--- src/rtl/m_store_buffer_pkg.sv ---
// m_store_buffer_pkg: constants and types shared by the store buffer and its
// entry RAM.
//   SB_DEPTH     default number of posted-write entries (power of two, >= 2)
//   SB_PTR_W     log2(SB_DEPTH)
//   SB_BYTEEN_W  byte-enable width of one 32-bit word
//   sb_entry_t   one stored write: word address, write data, byte enables
package m_store_buffer_pkg;

  localparam int SB_DEPTH    = 4;
  localparam int SB_PTR_W    = 2;
  localparam int SB_BYTEEN_W = 4;

  // 30 + 32 + 4 = 66 bits per entry
  typedef struct packed {
    logic [29:0]            addr;   // word address, byte address [31:2]
    logic [31:0]            data;
    logic [SB_BYTEEN_W-1:0] byteen;
  } sb_entry_t;

endpackage

--- src/rtl/m_store_buffer_sb_entry_ram.sv ---
// sb_entry_ram: DEPTH x 66-bit register file backing the store buffer.
//   clk, reset       clock and asynchronous active-high reset (valid bits only)
//   wr_en/wr_idx/wr_entry  write port; a write marks its slot valid
//   pop_en/pop_idx   clears the valid bit of the entry leaving the head
//   rd_idx/rd_entry  head read port feeding the bus
//   tail_idx/tail_entry  tail read port used by the optional merge path
//   cmp_addr/match_vec   per-entry valid && word-address-equal vector
module sb_entry_ram
  import m_store_buffer_pkg::*;
#(
  parameter int DEPTH = SB_DEPTH,
  parameter int PTR_W = SB_PTR_W
) (
  input  logic             clk,
  input  logic             reset,
  input  logic             wr_en,
  input  logic [PTR_W-1:0] wr_idx,
  input  sb_entry_t        wr_entry,
  input  logic             pop_en,
  input  logic [PTR_W-1:0] pop_idx,
  input  logic [PTR_W-1:0] rd_idx,
  output sb_entry_t        rd_entry,
  input  logic [PTR_W-1:0] tail_idx,
  output sb_entry_t        tail_entry,
  input  logic [29:0]      cmp_addr,
  output logic [DEPTH-1:0] match_vec
);

  sb_entry_t        mem_q [DEPTH];
  logic [DEPTH-1:0] valid_q;
  logic [DEPTH-1:0] valid_d;

  // NOTE: the data array has no reset; only the valid bits do. Stale data is
  // never observed because every consumer is qualified by valid or count.
  always_ff @(posedge clk) begin
    if (wr_en) mem_q[wr_idx] <= wr_entry;
  end

  // Pop and write never target the same slot in one cycle (a full buffer
  // refuses new allocations), so clearing before setting is order-safe.
  always_comb begin
    valid_d = valid_q;
    if (pop_en) valid_d[pop_idx] = 1'b0;
    if (wr_en)  valid_d[wr_idx]  = 1'b1;
  end

  // NOTE: sequential state uses non-blocking assignments so every flop
  // samples the pre-edge value of its neighbours.
  always_ff @(posedge clk or posedge reset) begin
    if (reset) valid_q <= '0;
    else       valid_q <= valid_d;
  end

  assign rd_entry   = mem_q[rd_idx];
  assign tail_entry = mem_q[tail_idx];

  always_comb begin
    match_vec = '0;
    for (int i = 0; i < DEPTH; i++) begin
      match_vec[i] = valid_q[i] && (mem_q[i].addr == cmp_addr);
    end
  end

endmodule

--- src/rtl/m_store_buffer.sv ---
// m_store_buffer: posted-write FIFO between the store byte-enable unit and the
// data-memory bus. Stores are queued in program order and drained with a
// req/ack handshake; stall requests are raised when full or when a load hits
// a word with a pending store.
//   clk, reset                         clock, asynchronous active-high reset
//   in_valid/in_addr/in_wdata/in_byteen  store from the M stage
//   store_full                         stall: store presented but not accepted
//   ld_valid/ld_addr, ld_hazard        load word-address hazard detection
//   bus_req/bus_addr/bus_wdata/bus_byteen, bus_ack  head-of-queue bus port
//   empty                              no pending stores (barrier)
// Build option: define STORE_MERGE_EN to merge a store into the tail entry
// when it targets the same word and the tail is not the bus head.
module m_store_buffer
  import m_store_buffer_pkg::*;
#(
  parameter int DEPTH = SB_DEPTH,
  parameter int PTR_W = SB_PTR_W
) (
  input  logic                   clk,
  input  logic                   reset,
  input  logic                   in_valid,
  input  logic [31:0]            in_addr,
  input  logic [31:0]            in_wdata,
  input  logic [SB_BYTEEN_W-1:0] in_byteen,
  output logic                   store_full,
  input  logic                   ld_valid,
  input  logic [31:0]            ld_addr,
  output logic                   ld_hazard,
  output logic                   bus_req,
  output logic [31:0]            bus_addr,
  output logic [31:0]            bus_wdata,
  output logic [SB_BYTEEN_W-1:0] bus_byteen,
  input  logic                   bus_ack,
  output logic                   empty
);

  localparam logic [PTR_W:0] FULL_CNT = (PTR_W+1)'(DEPTH);

  logic [PTR_W-1:0] rd_ptr_q, rd_ptr_d;
  logic [PTR_W-1:0] wr_ptr_q, wr_ptr_d;
  logic [PTR_W:0]   count_q, count_d;

  logic             push_req, push, pop, merge;
  logic             wr_en;
  logic [PTR_W-1:0] wr_idx, tail_idx;
  sb_entry_t        wr_entry, head_entry, tail_entry;
  logic [DEPTH-1:0] match_vec;

  assign push_req = in_valid && (in_byteen != '0);
  assign tail_idx = wr_ptr_q - 1'b1;

`ifdef STORE_MERGE_EN
  // count >= 2 keeps the tail distinct from the head currently on the bus,
  // so a merge never alters data the bus may be sampling.
  assign merge = push_req && (count_q >= (PTR_W+1)'(2))
              && (tail_entry.addr == in_addr[31:2]);

  always_comb begin
    wr_entry = tail_entry;
    if (merge) begin
      for (int k = 0; k < SB_BYTEEN_W; k++) begin
        if (in_byteen[k]) wr_entry.data[8*k +: 8] = in_wdata[8*k +: 8];
      end
      wr_entry.byteen = tail_entry.byteen | in_byteen;
    end else begin
      wr_entry = '{addr: in_addr[31:2], data: in_wdata, byteen: in_byteen};
    end
  end
`else
  assign merge    = 1'b0;
  assign wr_entry = '{addr: in_addr[31:2], data: in_wdata, byteen: in_byteen};
`endif

  // No pass-through: a pop this cycle does not free a slot for this store.
  assign push       = push_req && !merge && (count_q != FULL_CNT);
  assign store_full = push_req && !merge && (count_q == FULL_CNT);
  assign pop        = (count_q != '0) && bus_ack;
  assign wr_en      = push || merge;
  assign wr_idx     = merge ? tail_idx : wr_ptr_q;

  always_comb begin
    rd_ptr_d = rd_ptr_q + PTR_W'(pop);
    wr_ptr_d = wr_ptr_q + PTR_W'(push);
    count_d  = count_q + (PTR_W+1)'(push) - (PTR_W+1)'(pop);
  end

  always_ff @(posedge clk or posedge reset) begin
    if (reset) begin
      rd_ptr_q <= '0;
      wr_ptr_q <= '0;
      count_q  <= '0;
    end else begin
      rd_ptr_q <= rd_ptr_d;
      wr_ptr_q <= wr_ptr_d;
      count_q  <= count_d;
    end
  end

  sb_entry_ram #(.DEPTH(DEPTH), .PTR_W(PTR_W)) u_ram (
    .clk        (clk),
    .reset      (reset),
    .wr_en      (wr_en),
    .wr_idx     (wr_idx),
    .wr_entry   (wr_entry),
    .pop_en     (pop),
    .pop_idx    (rd_ptr_q),
    .rd_idx     (rd_ptr_q),
    .rd_entry   (head_entry),
    .tail_idx   (tail_idx),
    .tail_entry (tail_entry),
    .cmp_addr   (ld_addr[31:2]),
    .match_vec  (match_vec)
  );

  // Bus fields are forced to zero while idle so reset and empty states show
  // a clean bus regardless of stale storage contents.
  assign bus_req    = (count_q != '0);
  assign bus_addr   = bus_req ? {head_entry.addr, 2'b00} : '0;
  assign bus_wdata  = bus_req ? head_entry.data : '0;
  assign bus_byteen = bus_req ? head_entry.byteen : '0;
  assign empty      = !bus_req;
  assign ld_hazard  = ld_valid && (match_vec != '0);

endmodule

--- config.mk ---
export PLATFORM = sky130hd
export DESIGN_NAME = m_store_buffer
export DESIGN_NICKNAME = d
export VERILOG_FILES = /design/src/rtl/m_store_buffer_pkg.sv /design/src/rtl/m_store_buffer_sb_entry_ram.sv /design/src/rtl/m_store_buffer.sv
export SDC_FILE = /design/constraint.sdc
export NUM_CORES = 1
export LEC_CHECK = 0
export CORE_ASPECT_RATIO = 1.75
export CORE_UTILIZATION = 60
export CTS_BUF_LIST = sky130_fd_sc_hd__clkbuf_16
export CTS_CLUSTER_SIZE = 25
export DETAILED_ROUTE_END_ITERATION = 6
export PLACE_DENSITY = 0.86
export SLEW_MARGIN = 20
export SYNTH_ARGS = -nofsm -noshare
export SYNTH_HDL_FRONTEND = slang
export SYNTH_HIERARCHICAL = 1
export SYNTH_SLANG_ARGS = --single-unit
--- constraint.sdc ---
create_clock -name clk -period 17.2 [get_ports clk]
set_input_delay 1.72 -clock clk [delete_from_list [all_inputs] [get_ports clk]]
set_output_delay 1.72 -clock clk [all_outputs]
set_load 0.005 [all_outputs]
==> impl_metrics.tcl, run 1 <==
set metrics [dict create \
    outcome "finished clean" \
    vias 6305 \
    dpl-instance-area_um2 13800 \
    start_util_pct 61.4 \
    antenna_left 0 \
    cp_cell_sequence "clkdlybuf4s50_1 > xnor2_1 > nand4_1 > or4_1 > nor4_2 > o41a_1 > clkdlybuf4s50_1" \
    nFillCells 1190 \
    grt_pass1_vias 7012 \
    fmaxAchievable_mhz 157 \
    dp_slack_ns 10.87 \
    ir_drop_v 0.000132 \
    crit_path_top_delay_cell "or4_1" \
    hold_class "flip-flop to flip-flop" \
    port_buffers 170 \
    setup_viol 0 \
    synth_warnings 6 \
    hpwlAfterDp_mm 18.6 \
    tns_ns 0 \
    grt_antenna_before_repair 0 \
    skew_ns 0.00962 \
    period_minus_slack_ns 6.37 \
    worstSetupEndpointType "output port" \
    hold_viol_final 0 \
    drv_cap 0 \
    p_sw_uw 667 \
    grt_overflow 0 \
    path_delay_family "simple AND/OR/NAND/NOR gates" \
    drv_slew 0 \
    crit_type "input pin to output port" \
    pin_count 177 \
    rows 68 \
    cts_buffers 24 \
    critPathLaunchType "input pin" \
    hp-start "u_ram/valid_q[0]" \
    dr.pass1.iters 4 \
    nets 924 \
    cp_slowest_stage_delay_ns 0.62 \
    antenna_cells 0 \
    rr_worst_depth 9 \
    synth_area_um2 12100 \
    max_slew_margin_pct 32.0 \
    grt_pass1_wl_mm 40.3 \
    cts_resized 0 \
    finalWirelength_mm 26.7 \
    power_density_nw_per_um2 161 \
    internal_power_uw 1690 \
    area_delta_synth_final_pct 20.7 \
    cts.path.max_buffers 3 \
    crit_arrival_ns 4.65 \
    dp_cells 1035 \
    tightest_slew_ns 1.02 \
    r2r-end "count_q[2]" \
    cp.required_ns 15.48 \
    initialDrtViolationCount 294 \
    avgSynthCellArea_um2 18.2 \
    pwr-share-seq_pct 41.5 \
    globalplace.congestion 0.928 \
    clkPwrFrac_pct 22.8 \
    crit_buf_inv 2 \
    viasPerCell 5.85 \
    r2r-start "count_q[1]" \
    postCtsSetupBuffers 0 \
    cts_hold_buf 0 \
    leakage_uw 0.00471 \
    sw_frac_of_total_pct 28.3 \
    synth_cells 665 \
    setup_ws_ns 10.83 \
    hold_depth 1 \
    holdPathEnd "u_ram/valid_q[0]" \
    die_y_um 190 \
    stdcell_count 1078 \
    die-area_um2 20800 \
    cts_root_buffer "clkbuf_16" \
    grt_max_degree 48 \
    path_max_fanout 4 \
    final_layout_size_suffix_gt1_share_pct 14.9 \
    cts_sinks 275 \
    rsz0062_at_grt "false" \
    core_um2 19700 \
    stdcell_area_um2 14600 \
    finalCritPeriodShare_pct 37.0 \
    drc 0 \
    worstSkewPairLatency_ns 0.52 \
    die_width_um 109 \
    cts_tree "built" \
    cpMostUsedCell "clkdlybuf4s50_1" \
    clkTransAtPathRegs_ns 0.06 \
    combPwrFrac_pct 35.7 \
    r2r_slack_ns 14.23 \
    post_drt_wl_per_cell_um 24.7 \
    grt_util_all_layers_pct 27.0 \
    hold_ws_ns 0.498 \
    h-tree-depth 1 \
]
## metal layers
metal	GRT usage (%)	share of wire [%]
met1	29.5	33
met2	49.2	56
met3	4.56	6.3
met4	13.7	5.2
met5	0	0
## flip-flops by register name (all words and copies together), names as in the netlist
signal and cells:
u_ram/mem_q 264, wr_idx 2, rd_ptr_q 2, count_q 3, u_ram/valid_q 4
## power by group through the flow
stage                     Sequential, uW  Clock, uW  Combinational [uW]
final                                977        536                 840
after global routing                 993        566                 904
after CTS                            981        545                 855
after detailed placement             994          0                 845
after global placement               982          0                 839
after floorplan                      947          0                 488
## layout make-up
cell class / count / area [um2] / share of cell area, %
clock buffers: 25 / 626 / 4.28
well taps: 245 / 307 / 2.10
multi-input cells: 329 / 3530 / 24.2
inverters: 8 / 30.0 / 0.205
repair buffers: 178 / 1760 / 12.0
flip-flops and latches: 275 / 8210 / 56.1
clock inverters: 18 / 164 / 1.12
## metrics by stage
step / utilization [%] / power [uW]
2_1_floorplan: - / 1430
3_3_place_gp: 70.1 / 1820
3_5_place_dp: 70.1 / 1840
4_1_cts: 74.1 / 2380
5_1_grt: 74.1 / 2460
6_report: 74.1 / 2350
## cell usage in the layout, fill, tap and decap left out, drive strengths merged, types with 2 or more instances in the layout
cell type,instances
ha,2
and2,66
xor2,17
or4,4
conb,2
edfxtp,264
dfrtp,11
clkinv,6
nand3,2
nor2,5
o21ai,2
nand2,4
buf,8
mux4,66
clkdlybuf4s50,170
clkbuf,25
xnor2,108
nand4,28
bufinv,3
clkinvlp,2
nor4,8
a21o,4
inv,15
## how the worst max path moves through the flow
| stage | from | to | depth (start not counted) |
|---|---|---|---|
| final | ld_addr[11] | ld_hazard | 7 |
| after global routing | ld_addr[11] | ld_hazard | 7 |
| after CTS | ld_addr[11] | ld_hazard | 7 |
| after detailed placement | ld_addr[11] | ld_hazard | 7 |
| after global placement | ld_addr[11] | ld_hazard | 7 |
| after floorplan | in_byteen[1] | u_ram/mem_q[0][0] | 4 |
No activity file was read; power rests on OpenSTA's default activity.
==> run 2: changes to the inputs <==
--- a/config.mk
+++ b/config.mk
@@ -6,11 +6,11 @@
 export NUM_CORES = 1
 export LEC_CHECK = 0
 export CORE_ASPECT_RATIO = 1.75
-export CORE_UTILIZATION = 60
+export CORE_UTILIZATION = 56
 export CTS_BUF_LIST = sky130_fd_sc_hd__clkbuf_16
 export CTS_CLUSTER_SIZE = 25
 export DETAILED_ROUTE_END_ITERATION = 6
-export PLACE_DENSITY = 0.86
+export PLACE_DENSITY = 0.81
 export SLEW_MARGIN = 20
 export SYNTH_ARGS = -nofsm -noshare
 export SYNTH_HDL_FRONTEND = slang
==> constraint.sdc (replaced) <==
create_clock -name clk -period 6.3 [get_ports clk]
set_input_delay 0.63 -clock clk [delete_from_list [all_inputs] [get_ports clk]]
set_output_delay 0.63 -clock clk [all_outputs]
set_load 0.005 [all_outputs]
==> run 2 against run 1 <==
  * Non-clock buffer count is 1 lower
  * Core utilization is 4.7 points lower
  * Clock power increased to 2.6 times the previous value
  * Clock skew up 0.0051 ns
  * Routed wire length grew 0.66%
  * Worst setup slack worse by 8.6 ns
  * Worst hold slack lost 0.14 ns
  * Sequential cell count unchanged
  * Cell count up 0.56%
  * Largest cell class unchanged
==> impl_metrics.tcl, run 2 (same netlist as run 1, synthesis figures left out) <==
set metrics [dict create \
    port_buffers 170 \
    die-area_um2 22300 \
    grt_max_degree 71 \
    tns_ns 0 \
    rsz0062_at_grt "false" \
    die_width_um 113 \
    die_y_um 197 \
    path_max_fanout 39 \
    hpwlAfterDp_mm 18.4 \
    h-tree-depth 1 \
    cts_buffers 24 \
    final_util_pct 69.4 \
    stdcell_count 1084 \
    start_util_pct 57.6 \
    worstSetupEndpointType "output port" \
    layout_common_cells "edfxtp_1 (264), clkdlybuf4s50_1 (170), xnor2_1 (107)" \
    finalCritPeriodShare_pct 64.0 \
    cp_cell_sequence "buf_4 > mux4_2 > and2_1 > clkdlybuf4s50_1" \
    initialDrtViolationCount 340 \
    drc 0 \
    period_minus_slack_ns 4.03 \
    r2r-end "u_ram/mem_q[1][17]" \
    postCtsSetupBuffers 0 \
    largest_register_ffs 264 \
    clkTransAtPathRegs_ns 0.06 \
    max_slew_margin_pct 28.3 \
    rr_worst_depth 5 \
    dr.pass1.iters 4 \
    final_layout_size_suffix_gt1_share_pct 14.2 \
    power_density_nw_per_um2 436 \
    r2r-start "count_q[1]" \
    grt_pass1_vias 6961 \
    busiest_layer "met2" \
    drv_cap 0 \
    regMostFlops "u_ram/mem_q" \
    met3_usage_pct 4.31 \
    crit_buf_inv 2 \
    outcome "finished clean" \
    setup_viol 0 \
    cts_hold_buf 0 \
    viasPerCell 5.88 \
    fmaxAchievable_mhz 248 \
    grt_pass1_wl_mm 40.6 \
    antenna_left 0 \
    final_common_cell "edfxtp_1" \
    pin_count 177 \
    cp.required_ns 5.67 \
    cts_root_buffer "clkbuf_16" \
    path_delay_family "buffers and inverters" \
    use_met1_pct 27.3 \
    dp_cells 1041 \
    top_regs "u_ram/mem_q x264, u_ram/valid_q x4, count_q x3" \
    crit_arrival_ns 3.40 \
    cts_resized 0 \
    finalWirelength_mm 26.8 \
    core_um2 21000 \
    grt_use_met2_pct 46.4 \
    hold_viol_final 0 \
    ir_drop_v 0.000364 \
    cts.path.max_buffers 3 \
    rows 70 \
    globalplace.congestion 0.926 \
    cts_sinks 275 \
    cp_slowest_stage_delay_ns 0.86 \
    worstSkewPairLatency_ns 0.52 \
    cts_tree "built" \
    nets 923 \
    drv_slew 0 \
    crit_path_top_delay_cell "dfrtp_4" \
    grt_antenna_before_repair 1 \
    tightest_slew_ns 1.08 \
    r2r_slack_ns 3.54 \
    skew_ns 0.0147 \
    grt_util_all_layers_pct 25.3 \
    area_delta_synth_final_pct 20.4 \
    leakage_uw 0.00470 \
    critPathLaunchType "flip-flop" \
    crit_type "flip-flop to output port" \
    post_drt_wl_per_cell_um 24.8 \
    vias 6369 \
    grt_overflow 0 \
    hold_class "input pin to async pin" \
]
run 2: cell count changes in the layout (fill, tap and decap cells not counted), sizes merged:
cell	before	now
clkinvlp	2	0
bufinv	3	2
inv	15	17
buf	8	7
diode	0	1
run 2: final cells by class:
| type | count | area [um2] |
|---|---|---|
| well taps | 252 | 315 |
| fillers | 1394 | 6420 |
| clock buffers | 25 | 626 |
| multi-input cells | 329 | 3540 |
| clock inverters | 17 | 120 |
| flip-flops and latches | 275 | 8210 |
| inverters | 8 | 30.0 |
| diodes | 1 | 2.50 |
| repair buffers | 177 | 1750 |
run 2: stage by stage:
step                      total power [uW]  setup slack (ns)  cell area, um2  hold WS, ns
after global routing                  6660              2.04           14600        0.363
after floorplan                       3910              1.99           12100        0.396
after CTS                             6440              2.16           14600        0.332
final                                 6360              2.27           14600        0.355
after global placement                4980              2.36           13800        0.481
after detailed placement              5040              2.36           13800        0.477
run 2: metal layers:
metal | wire [um] | part of all wire [%]
met5 | 0 | 0
met4 | 1490 | 5.5
met3 | 1560 | 5.8
met2 | 14900 | 56
met1 | 8850 | 33
run 2: worst max-delay path by stage:
stage | start | end | slack, ns | cells past startpoint
after detailed placement | ld_addr[4] | ld_hazard | 2.36 | 7
final | rd_ptr_q[0] | bus_addr[28] | 2.27 | 4
after global placement | ld_addr[4] | ld_hazard | 2.36 | 7
after floorplan | in_byteen[1] | u_ram/mem_q[2][0] | 1.99 | 5
after global routing | rd_ptr_q[0] | bus_addr[26] | 2.04 | 4
after CTS | rd_ptr_q[0] | bus_addr[28] | 2.16 | 4
run 2: report_power, final:
group	internal (uW)	total, uW	switching [uW]
registers	2420	2670	258
clock network	793	1390	598
logic	1350	2290	945
==> run 3: changes to the inputs <==
--- a/config.mk
+++ b/config.mk
@@ -6,11 +6,11 @@
 export NUM_CORES = 1
 export LEC_CHECK = 0
 export CORE_ASPECT_RATIO = 1.75
-export CORE_UTILIZATION = 56
+export CORE_UTILIZATION = 50
 export CTS_BUF_LIST = sky130_fd_sc_hd__clkbuf_16
 export CTS_CLUSTER_SIZE = 25
 export DETAILED_ROUTE_END_ITERATION = 6
-export PLACE_DENSITY = 0.81
+export PLACE_DENSITY = 0.76
 export SLEW_MARGIN = 20
 export SYNTH_ARGS = -nofsm -noshare
 export SYNTH_HDL_FRONTEND = slang
==> constraint.sdc (replaced) <==
create_clock -name clk -period 3.3 [get_ports clk]
set_input_delay 0.33 -clock clk [delete_from_list [all_inputs] [get_ports clk]]
set_output_delay 0.33 -clock clk [all_outputs]
set_load 0.005 [all_outputs]
==> run 3 against run 2 <==
  * Worst setup slack got worse by 2.3 ns
  * Register-to-register slack got worse by 2.6 ns
  * Critical path depth rose by 3
  * First-iteration DRC count rose by 3.2%
  * Global-route usage fell by 2.0 points
  * Via count rose by 0.17%
  * Routed wire length rose by 5.1%
  * Clock skew rose by 0.0040 ns
  * Critical path type unchanged
  * Critical endpoint is now ld_hazard
  * Largest cell class unchanged
==> impl_metrics.tcl, run 3 (same netlist as run 1, synthesis figures left out) <==
set metrics [dict create \
    initialDrtViolationCount 351 \
    drv_slew 0 \
    sw_frac_of_total_pct 28.7 \
    h-tree-depth 1 \
    cts_tree "built" \
    crit_type "flip-flop to output port" \
    pwr-share-seq_pct 40.3 \
    hpwlAfterDp_mm 19.7 \
    area_delta_synth_final_pct 24.1 \
    start_util_pct 50.6 \
    nets 952 \
    combPwrFrac_pct 37.8 \
    outcome "finished clean" \
    register_area_um2 8210 \
    vias 6380 \
    worstSkewPairLatency_ns 0.52 \
    crit_path_top_delay_cell "or4_1" \
    antenna_left 0 \
    period_minus_slack_ns 3.29 \
    totalPowerFinal_uw 12500 \
    cts_root_buffer "clkbuf_16" \
    setup_viol 0 \
    skew_ns 0.0187 \
    clkPwrFrac_pct 21.9 \
    p_sw_uw 3580 \
    cts_buffers 25 \
    grt_overflow 0 \
    top_regs "u_ram/mem_q x264, u_ram/valid_q x4, count_q x3" \
    antenna_cells 0 \
    die_y_um 208 \
    multi_input_area_um2 3580 \
    port_buffers 170 \
    viasPerCell 5.46 \
    power_density_nw_per_um2 830 \
    final_util_pct 62.9 \
    pin_count 177 \
    worstSetupEndpointType "output port" \
    hold_viol_final 0 \
    critPathLaunchType "flip-flop" \
    rows 75 \
    dp_slack_ns 0.0313 \
    final_common_cell "edfxtp_1" \
    core_um2 23900 \
    internal_power_uw 8900 \
    regMostFlops "u_ram/mem_q" \
    rr_worst_depth 7 \
    fmaxAchievable_mhz 304 \
    rsz0062_at_grt "true" \
    r2r-start "count_q[1]" \
    path_max_fanout 2 \
    clkTransAtPathRegs_ns 0.07 \
    grt_antenna_before_repair 1 \
    cts_hold_buf 0 \
    leakage_uw 0.00490 \
    cp_cell_sequence "xnor2_1 > buf_4 > nand4_1 > or4_1 > nor4_2 > o41a_1 > clkdlybuf4s50_1" \
    cts_sinks 275 \
    crit_arrival_ns 2.96 \
    cp.required_ns 2.97 \
    largest_register_ffs 264 \
    path_delay_family "simple AND/OR/NAND/NOR gates" \
    cp_slowest_stage_delay_ns 0.52 \
    nFillCells 1778 \
    drv_cap 0 \
    die_width_um 120 \
    max_slew_margin_pct 55.0 \
    startpoint "u_ram/mem_q[3][38]" \
    post_drt_wl_per_cell_um 24.2 \
    finalCritPeriodShare_pct 99.6 \
    grt_pass1_vias 7163 \
    finalWirelength_mm 28.2 \
    critical_path_depth 7 \
    globalplace.congestion 0.938 \
    die-area_um2 24900 \
    hold_class "input pin to async pin" \
    layout_common_cells "edfxtp_1 (264), clkdlybuf4s50_1 (170), xnor2_1 (102)" \
    dr.pass1.iters 4 \
    final_layout_size_suffix_gt1_share_pct 17.8 \
    grt_util_all_layers_pct 23.2 \
    setup_ws_ns 0.0140 \
    crit_buf_inv 2 \
    cts.path.max_buffers 3 \
    grt_max_degree 39 \
    ir_drop_v 0.000667 \
    drc 0 \
    tightest_slew_ns 0.673 \
    grt_pass1_wl_mm 42.5 \
]
-- run 3: changes by cell type in the layout (fill, tap and decap cells not counted) --
cell,change
buf_12,+8
buf_16,+1
buf_4,+19
clkinv_1,+1
clkinvlp_4,+1
diode_2,-1
inv_1,-2
inv_6,+1
xnor2_1,-5
xnor2_2,+5
-- run 3: worst reg2reg max path, stage by stage, from the launching register on --
cell     delay (ns)
dfrtp_1        0.43
nor2_1         0.11
a21o_1         0.20
inv_1          0.12
nand2_1        0.12
nor2_4         0.54
buf_16         0.24
buf_12         0.27
-- run 3: repair_timing --
action	CTS	global route
resized for setup	4	1
setup buffers	0	1
pin swaps	1	1
endpoints found under the setup margin	1	25
-- run 3: metal layers --
layer	vias up	wire, um	global-route usage [%]
li1	2884	-	-
met1	3243	9590	25.6
met2	201	15900	43.3
met3	52	1520	3.95
met4	0	1240	9.96
met5	-	0	0
-- run 3: final cells by class --
cell class	count	share of cell area (%)
Clock buffer	25	4.16
Clock inverter	18	0.882
Inverter	8	0.200
Multi-Input combinational cell	329	23.8
Sequential cell	275	54.6
Tap cell	308	2.56
Timing Repair Buffer	205	13.9
-- run 3: worst paths after layout --
kind | to | slack [ns]
min in group clk | u_ram/mem_q[1][60] | 0.44
worst max register to register | u_ram/mem_q[2][65] | 0.90
worst min-delay path | u_ram/valid_q[0] | 0.02
max in group asynchronous | rd_ptr_q[0] | 3.01
worst max-delay path | ld_hazard | 0.01
worst min register to register | u_ram/valid_q[3] | 0.52
-- run 3: power by group through the flow --
| stage | Combinational, uW | Sequential (uW) | Clock (uW) |
|---|---|---|---|
| floorplan | 2550 | 4910 | 0 |
| finish | 4720 | 5030 | 2730 |
| detailed placement | 4650 | 5160 | 0 |
| CTS | 4700 | 5100 | 2790 |
| global placement | 4600 | 5100 | 0 |
| global route | 5050 | 5100 | 2910 |
-- run 3: per-stage QoR --
stage,cells,hold WS [ns],area [um2],setup TNS [ns]
2_1_floorplan,666,0.0961,12100,0
3_3_place_gp,1123,0.492,14200,0
3_5_place_dp,1123,0.501,14200,0
4_1_cts,1166,0.0104,15000,0
5_1_grt,1168,0.0440,15000,-0.0716
6_report,1168,0.0197,15000,0
